==> src/rtl/uart_receiver.sv <==
// UART receiver: 2-flop synchroniser, start-bit qualify at mid-bit, 8 data + stop sampled on sample_tick.
// rx_valid rises 1 clk after the stop sample; byte held until rx_ready, a newer byte arriving meanwhile is dropped (overrun).
module uart_receiver #(
  parameter int OVERSAMPLE = 16,
  parameter bit MSB_FIRST  = 1'b1
) (
  input  logic       clk,
  input  logic       rst,
  input  logic       uart_rx,
  input  logic       sample_tick,
  input  logic       rx_ready,
  output logic [7:0] rx_data,
  output logic       rx_valid,
  output logic       frame_error,
  output logic       overrun,
  output logic       busy
);

  localparam int TW = $clog2(OVERSAMPLE);
  localparam logic [TW-1:0] HALF_M1 = TW'(OVERSAMPLE / 2 - 1);
  localparam logic [TW-1:0] LAST    = TW'(OVERSAMPLE - 1);

  // STOP_WAIT is the tail of STOP after a low stop sample: hold until the line returns high
  typedef enum logic [2:0] {IDLE, START, DATA, STOP, STOP_WAIT} state_t;

  state_t          state, state_n;
  logic            rx_meta, rx_s;
  logic [TW-1:0]   tick_cnt, tick_n;
  logic [2:0]      bit_cnt, bit_n;
  logic [7:0]      shift_q, shift_n;
  logic [7:0]      data_n;
  logic            valid_n, fe_n, ov_n;
  logic            good_stop, bad_stop, xfer;

  always_ff @(posedge clk) begin
    if (rst) begin
      rx_meta     <= 1'b1;
      rx_s        <= 1'b1;
      state       <= IDLE;
      tick_cnt    <= '0;
      bit_cnt     <= '0;
      shift_q     <= '0;
      rx_data     <= '0;
      rx_valid    <= 1'b0;
      frame_error <= 1'b0;
      overrun     <= 1'b0;
    end else begin
      rx_meta     <= uart_rx;
      rx_s        <= rx_meta;
      state       <= state_n;
      tick_cnt    <= tick_n;
      bit_cnt     <= bit_n;
      shift_q     <= shift_n;
      rx_data     <= data_n;
      rx_valid    <= valid_n;
      frame_error <= fe_n;
      overrun     <= ov_n;
    end
  end

  always_comb begin
    state_n   = state;
    tick_n    = tick_cnt;
    bit_n     = bit_cnt;
    shift_n   = shift_q;
    good_stop = 1'b0;
    bad_stop  = 1'b0;
    if (sample_tick) begin
      case (state)
        IDLE: begin
          if (!rx_s) begin
            state_n = START;
            tick_n  = '0;
          end
        end
        START: begin
          if (tick_cnt == HALF_M1) begin
            tick_n  = '0;
            bit_n   = '0;
            state_n = rx_s ? IDLE : DATA;
          end else begin
            tick_n = tick_cnt + TW'(1);
          end
        end
        DATA: begin
          if (tick_cnt == LAST) begin
            tick_n  = '0;
            bit_n   = bit_cnt + 3'd1;
            shift_n = MSB_FIRST ? {shift_q[6:0], rx_s} : {rx_s, shift_q[7:1]};
            if (bit_cnt == 3'd7) state_n = STOP;
          end else begin
            tick_n = tick_cnt + TW'(1);
          end
        end
        STOP: begin
          if (tick_cnt == LAST) begin
            tick_n = '0;
            if (rx_s) begin
              good_stop = 1'b1;
              state_n   = IDLE;
            end else begin
              bad_stop = 1'b1;
              state_n  = STOP_WAIT;
            end
          end else begin
            tick_n = tick_cnt + TW'(1);
          end
        end
        STOP_WAIT: begin
          if (rx_s) state_n = IDLE;
        end
        default: state_n = IDLE;
      endcase
    end
  end

  // A transfer in the same cycle as a good stop frees the slot, so the new byte loads without overrun
  always_comb begin
    xfer    = rx_valid & rx_ready;
    data_n  = rx_data;
    valid_n = rx_valid & ~xfer;
    fe_n    = frame_error;
    ov_n    = overrun;
    if (xfer)     fe_n = 1'b0;
    if (bad_stop) fe_n = 1'b1;
    if (good_stop) begin
      if (!rx_valid || xfer) begin
        data_n  = shift_q;
        valid_n = 1'b1;
      end else begin
        ov_n = 1'b1;
      end
    end
  end

  assign busy = (state != IDLE);

endmodule

==> config.mk <==
export PLATFORM = sky130hd
export DESIGN_NAME = uart_receiver
export DESIGN_NICKNAME = d
export VERILOG_FILES = /design/src/rtl/uart_receiver.sv
export SDC_FILE = /design/constraint.sdc
export NUM_CORES = 1
export LEC_CHECK = 0
export ABC_AREA = 1
export CAP_MARGIN = 20
export CORE_ASPECT_RATIO = 0.9
export CORE_MARGIN = 4
export CORE_UTILIZATION = 45
export DETAILED_ROUTE_END_ITERATION = 7
export DONT_BUFFER_PORTS = 1
export PLACE_DENSITY = 0.72
export SYNTH_ARGS = -nofsm -noshare
export SYNTH_HDL_FRONTEND = slang
export SYNTH_SLANG_ARGS = --single-unit
==> constraint.sdc <==
create_clock -name clk -period 1.3 [get_ports clk]
set_input_delay 0.26 -clock clk [delete_from_list [all_inputs] [get_ports clk]]
set_output_delay 0.26 -clock clk [all_outputs]
set_load 0.01 [all_outputs]
# Yosys cells after proc, flatten, opt, wreduce, memory -nomap -nowiden
# Index checks and enable logic that the tools add are counted.
[totals] output_inout_bits=12 register_bits=31 elab_cells=71 input_bits=5
[op_classes] n_eq_ne=13 n_reduce_logical=14 n_bitwise=4 addsub=2 muxes=28
[ops] cell="$mux 3" n=9
[ops] cell="$pmux 3 s5" n=1
[ops] cell="$mux 1" n=12
[ops] cell="$mux 4" n=3
[ops] cell="$ne 2x2->1 const B" n=6
[ops] cell="$pmux 4 s3" n=1
[ops] cell="$reduce_and 7->1" n=1
[ops] cell="$eq 3x2->1 const B" n=2
[ops] cell="$eq 3x3->1 const B" n=2
[ops] cell="$pmux 3 s2" n=1
[ops] cell="$reduce_and 3->1" n=2
[ops] cell="$reduce_bool 3->1" n=2
[ops] cell="$add 4x1->4 const B" n=1
[ops] cell="$eq 4x3->1 const B" n=1
[ops] cell="$eq 4x4->1 const B" n=1
[ops] cell="$reduce_and 2->1" n=2
[ops] cell="$reduce_and 4->1" n=1
[ops] cell="$reduce_bool 2->1" n=2
[ops] cell="$add 3x1->3 const B" n=1
[ops] cell="$eq 3x1->1 const B" n=1
[ops] cell="$logic_not 3->1" n=1
[ops] cell="$and 1x1->1" n=2
[ops] cell="$mux 2" n=1
[ops] cell="$not 1->1" n=2
[ops] cell="3 further kinds" n=3

# Logic depth before layout (Yosys ltp)
[logic_depth] word_depth=5 depth_mapped=9 mapped_depth_nobuf=9

# Worst setup path after synthesis
# OpenSTA, ideal clock, no wires.
[synth_timing] kind="flip-flop to flip-flop" startpoint="reg tick_cnt[1]" endpoint="reg rx_data[7]" path_slack_ns=-0.036 period_less_slack_ns=1.336 arrival_time_ns=1.220 t_required_ns=1.184 setup_ns=0.116 path_buffers=1 stages_incl_launch_ff=8 path_cell_list="dfxtp_1 > ha_1 > nand3_2 > nor2_4 > nand3_4 > buf_6 > o21ai_1 > a21oi_1"
[synth_between] elab_chain_cells=5
[synth_lines] item="from (decl)" line_no="28" source="logic [TW-1:0] tick_cnt, tick_n;"
[synth_lines] item="from (signal assigned)" line_no="51" source="tick_cnt <= tick_n;"
[synth_lines] item="$eq 4x4->1" line_no="96" source="if (tick_cnt == LAST) begin"
[synth_lines] item="$mux 1" line_no="96"
[synth_lines] item="$mux 1" line_no="69" source="case (state)"
[synth_lines] item="$mux 1" line_no="68" source="if (sample_tick) begin"
[synth_lines] item="$reduce_and 2->1 (no source line)"
[synth_lines] item="to (signal assigned)" line_no="54" source="rx_data <= data_n;"
[synth_lines] item="to (decl)" line_no="12" source="output logic [7:0] rx_data,"
# Every way passes these cells.
# A chain may end at the register's enable or synchronous reset.

# Worst setup path in the final report
[layout_timing] startpoint="reg tick_cnt[0]" endpoint="reg rx_data[1]"
# Same word-level chain as after synthesis.

==> results.txt <==
The flow ran to the end, but the final reports show violations. The checks that failed: negative setup slack. After routing the design area is 1760 um2.

During synthesis, Yosys emitted a total of 0 warnings. The number of port buffers is 0. The depth of the worst register-to-register path came out at 6. The TritonCTS clock tree is done. The launch instance of the worst register-to-register path is tick_cnt[0]$_SDFFE_PP0P_. The portion of the clock cycle consumed by the worst path in the final layout is 110%.

The clock-pin slew on the worst setup and hold paths is 0.10 ns. Of the total synthesized cell area, the portion taken by XOR and XNOR cells is 0%. Static timing analysis puts the maximum clock frequency at 699 MHz. The final count of pins violating max slew came out at 0. STA classifies the critical path endpoint as a flop. The number of buffers created by CTS came out at 5. The largest single stage delay on the critical path is about 0.37 ns. The total power of the final layout is roughly 2500 uW. The first global-routing pass estimated 5210 um of wire. Synthesis produced a netlist with a net count of 190. The number of global-route vias before repair is 1227. Using the TritonRoute via totals, the vias-per-cell ratio works out to 5.16.

The via count came out at around 1300. Setup repair after global routing could not meet its margin everywhere. The endpoint identified for the worst register-to-register timing path is rx_data[1]$_SDFFE_PP0P_. The share of synthesized cell area in and, or, nand and nor gates is approximately 28%. The total global routing track utilization came out at ~18%. The required time at the worst-slack endpoint came out at 1.57 ns. The number of antenna repair diodes is 0. The slack of the worst reg-to-reg path came out at -0.13 ns. The sequential element share of the synthesized area came out at a little under half. The overall die width is 66.0 um. The worst setup path is launched from a flop. The post-placement worst setup slack is -0.0699 ns.

The area of the core came out at 2820 um2. The latest clock arrival within the worst-skew pair came out at 0.34 ns. The max-cap check violation count came out at 0. The fill cell instance count of the final layout is 255.

The average wire per standard cell came out at 13.0 um. The root buffer cell is sky130_fd_sc_hd__clkbuf_4. The layout overhead on the synthesized area came out at 28.7%. The floorplan die area came out at 3980 um2. The cell leakage power came out at 0.000711 uW. The netlist area before placement is 1360 um2. The number of instances in the synthesized netlist is ~180. Of all nets on the critical path, the largest fanout is 6.

The number of H-tree branching levels came out at 2. After synthesis, the largest family of logic cells by area is simple AND/OR/NAND/NOR gates. The setup violation total in the final timing report is 25. The worst-case vdd ir drop came out at 0.877 mV.

The number of I/O pins came out at 17. Traced cell by cell, the critical path runs through ha_4, nand3_4, nor2_4, nand3_4, buf_6, a21oi_2. The worst-case hold slack came out at ~0.028 ns. For this design, the slowest cell found on the critical path is sky130_fd_sc_hd__dfxtp_2.

A synthesized cell averages 7.49 um2. Of the cells placed in the final design, the portion with a size suffix greater than 1 is 32.7%. The die span in y is 60.2 um. In this run the power density over the cells is roughly 1400 nW/um2. The post-synthesis adder-cell area fraction came out at approximately 2.8%. For this block, the initial DRC count from the detailed router was 74. The multiplexer share of the synthesized area is 0%. The remaining design rule violation count came out at 0.

The number of sinks handled by clock tree synthesis came out at 31. The worst hold path terminates at rx_meta$_SDFF_PP1_. The start point of the worst min-delay path is rst. The number of detailed-routing iterations run before antenna repair came out at 4.

The setup clock skew after layout came out at 0.0167 ns. The number of antenna violations at the first check in global routing came out at 0. The placement-stage cell area came out at 1490 um2. Entering global routing, the biggest net connects 23 pins.

Data arrives at the worst endpoint at 1.70 ns. In the final design database the tool counted 212 nets. The floorplan has 18 rows. Setup slack on the critical path of the routed design comes to -0.131 ns.

In this run, synthesis produced a sequential element count of 31. The sum of overflow across all layers after global routing came out at 0. The instance count after placement with tap cells included came out at 228. The routability congestion estimate came out at 0.926. The number of distinct library cells after synthesis is 26. The initial cell density of the core came out at roughly half.

The remaining max-slew budget at the tightest pin is 79.2%. The cell depth of the worst hold path came out at 1. By startpoint and endpoint, the worst setup path is classified as reg2reg. The routed design could run at a clock period as short as about 1.4 ns. The cell type with the highest occurrence count on the critical path is sky130_fd_sc_hd__nand3_4.

Excluding fillers, the count of instances in the completed layout stands at between 200 and 250. The HPWL after detailed placement is 2090 um. The area fraction in compound gates after synthesis came out at 15.7%. For the pin with the worst max-slew slack, the measured transition is 0.309 ns.

The detail route stage leaves a number of antenna-violating nets equal to 0. The final hold violation count is 0. The total routed wirelength is 3190 um. The largest buffer count on any clock path is 2. The kind of path behind the tightest hold check is in2reg.
[final cells by class]
class | count | area, um2 | share of cell area (%)
multi-input combinational | 126 | 774 | 44.1
timing repair inverter | 1 | 3.75 | 0.214
tap | 40 | 50.0 | 2.85
timing repair buffer | 17 | 163 | 9.27
clock inverter | 1 | 5.00 | 0.285
inverter | 22 | 87.6 | 4.99
sequential | 31 | 627 | 35.7
clock buffer | 7 | 45.0 | 2.57
[how the worst max path moves through the flow]
stage                                        start                      end  slack, ns
after floorplan           tick_cnt[1]$_SDFFE_PP0P_  rx_data[7]$_SDFFE_PP0P_       0.02
after global placement    tick_cnt[0]$_SDFFE_PP0P_  rx_data[7]$_SDFFE_PP0P_       0.02
after detailed placement  tick_cnt[1]$_SDFFE_PP0P_  rx_data[1]$_SDFFE_PP0P_      -0.07
after CTS                 tick_cnt[1]$_SDFFE_PP0P_  rx_data[4]$_SDFFE_PP0P_      -0.02
after global routing      tick_cnt[1]$_SDFFE_PP0P_  rx_data[5]$_SDFFE_PP0P_      -0.18
final                     tick_cnt[0]$_SDFFE_PP0P_  rx_data[1]$_SDFFE_PP0P_      -0.13
[layer usage]
layer,vias up,share of wire (%),track usage [%]
li1,632,-,-
met1,586,43,20.0
met2,38,48,29.7
met3,9,5.8,6.20
met4,0,2.7,11.6
met5,-,0,0
[placed cells by master (no fill, tap or decap), drive strengths merged]
cell / netlist / layout
nand2: 29 / 29
or2: 3 / 3
o21a: 1 / 1
o21ai: 20 / 20
o31ai: 1 / 1
nand3: 8 / 9
nand4: 2 / 2
ha: 3 / 3
a21oi: 19 / 19
nand3b: 1 / 1
dlygate4sd3: 0 / 3
clkinv: 0 / 2
dfxtp: 31 / 31
clkbuf: 2 / 7
nor2: 38 / 38
buf: 2 / 14
inv: 22 / 22
[cell usage after synthesis, drive strengths merged]
cell | count | area [um2]
a21oi | 19 | 95.1
buf | 2 | 16.3
clkbuf | 2 | 7.51
dfxtp | 31 | 621
ha | 3 | 37.5
inv | 22 | 85.1
nand2 | 29 | 114
nand3 | 8 | 62.6
nand3b | 1 | 7.51
nand4 | 2 | 12.5
nor2 | 38 | 168
o21a | 1 | 7.51
o21ai | 20 | 104
o31ai | 1 | 7.51
or2 | 3 | 18.8
[report_power, final]
group	internal (uW)	leakage [uW]	total, uW	switching, uW
Clock	210	0.0000293	532	321
Combinational	300	0.000429	905	605
Sequential	1010	0.000253	1090	75.6
Total	1520	0.000711	2520	1000
[critical path, delay by kind of cell, from the launching register on]
family / cells / cell delay [ns]
AND/OR/NAND/NOR: 3 / 0.54
flip-flops: 1 / 0.37
adder cells (fa/ha/maj): 1 / 0.17
buffers and inverters: 1 / 0.16
AO/OA/AOI/OAI: 1 / 0.12
[state kept, by name (all words and copies together), names as in the netlist]
register,flops
rx_meta,1
rx_data,8
frame_error,1
bit_cnt,3
rx_valid,1
rx_s,1
state,3
shift_q,8
overrun,1
tick_cnt,4
[logic make-up after synthesis]
logic type               count (synthesis)
AO/OA/AOI/OAI                           41
adder cells (fa/ha/maj)                  3
buffers and inverters                   26
flip-flops                              31
AND/OR/NAND/NOR                         81
[repair_timing]
action,4_1_cts,5_1_grt
buffers inserted,3,1
endpoints found under the setup margin,22,28
resized for setup,19,30
pin swaps,5,11
hold buffers,1,2
gates cloned,2,0
endpoints found under the hold margin,6,2
[per-stage QoR]
stage	utilization (%)	TNS, ns
3_3_place_gp	53.0	0
4_1_cts	58.5	-0.117
6_report	62.4	-1.84
5_1_grt	62.4	-3.76
2_1_floorplan	-	0
3_5_place_dp	53.0	-0.331
Power figures use the tool's default switching activity.
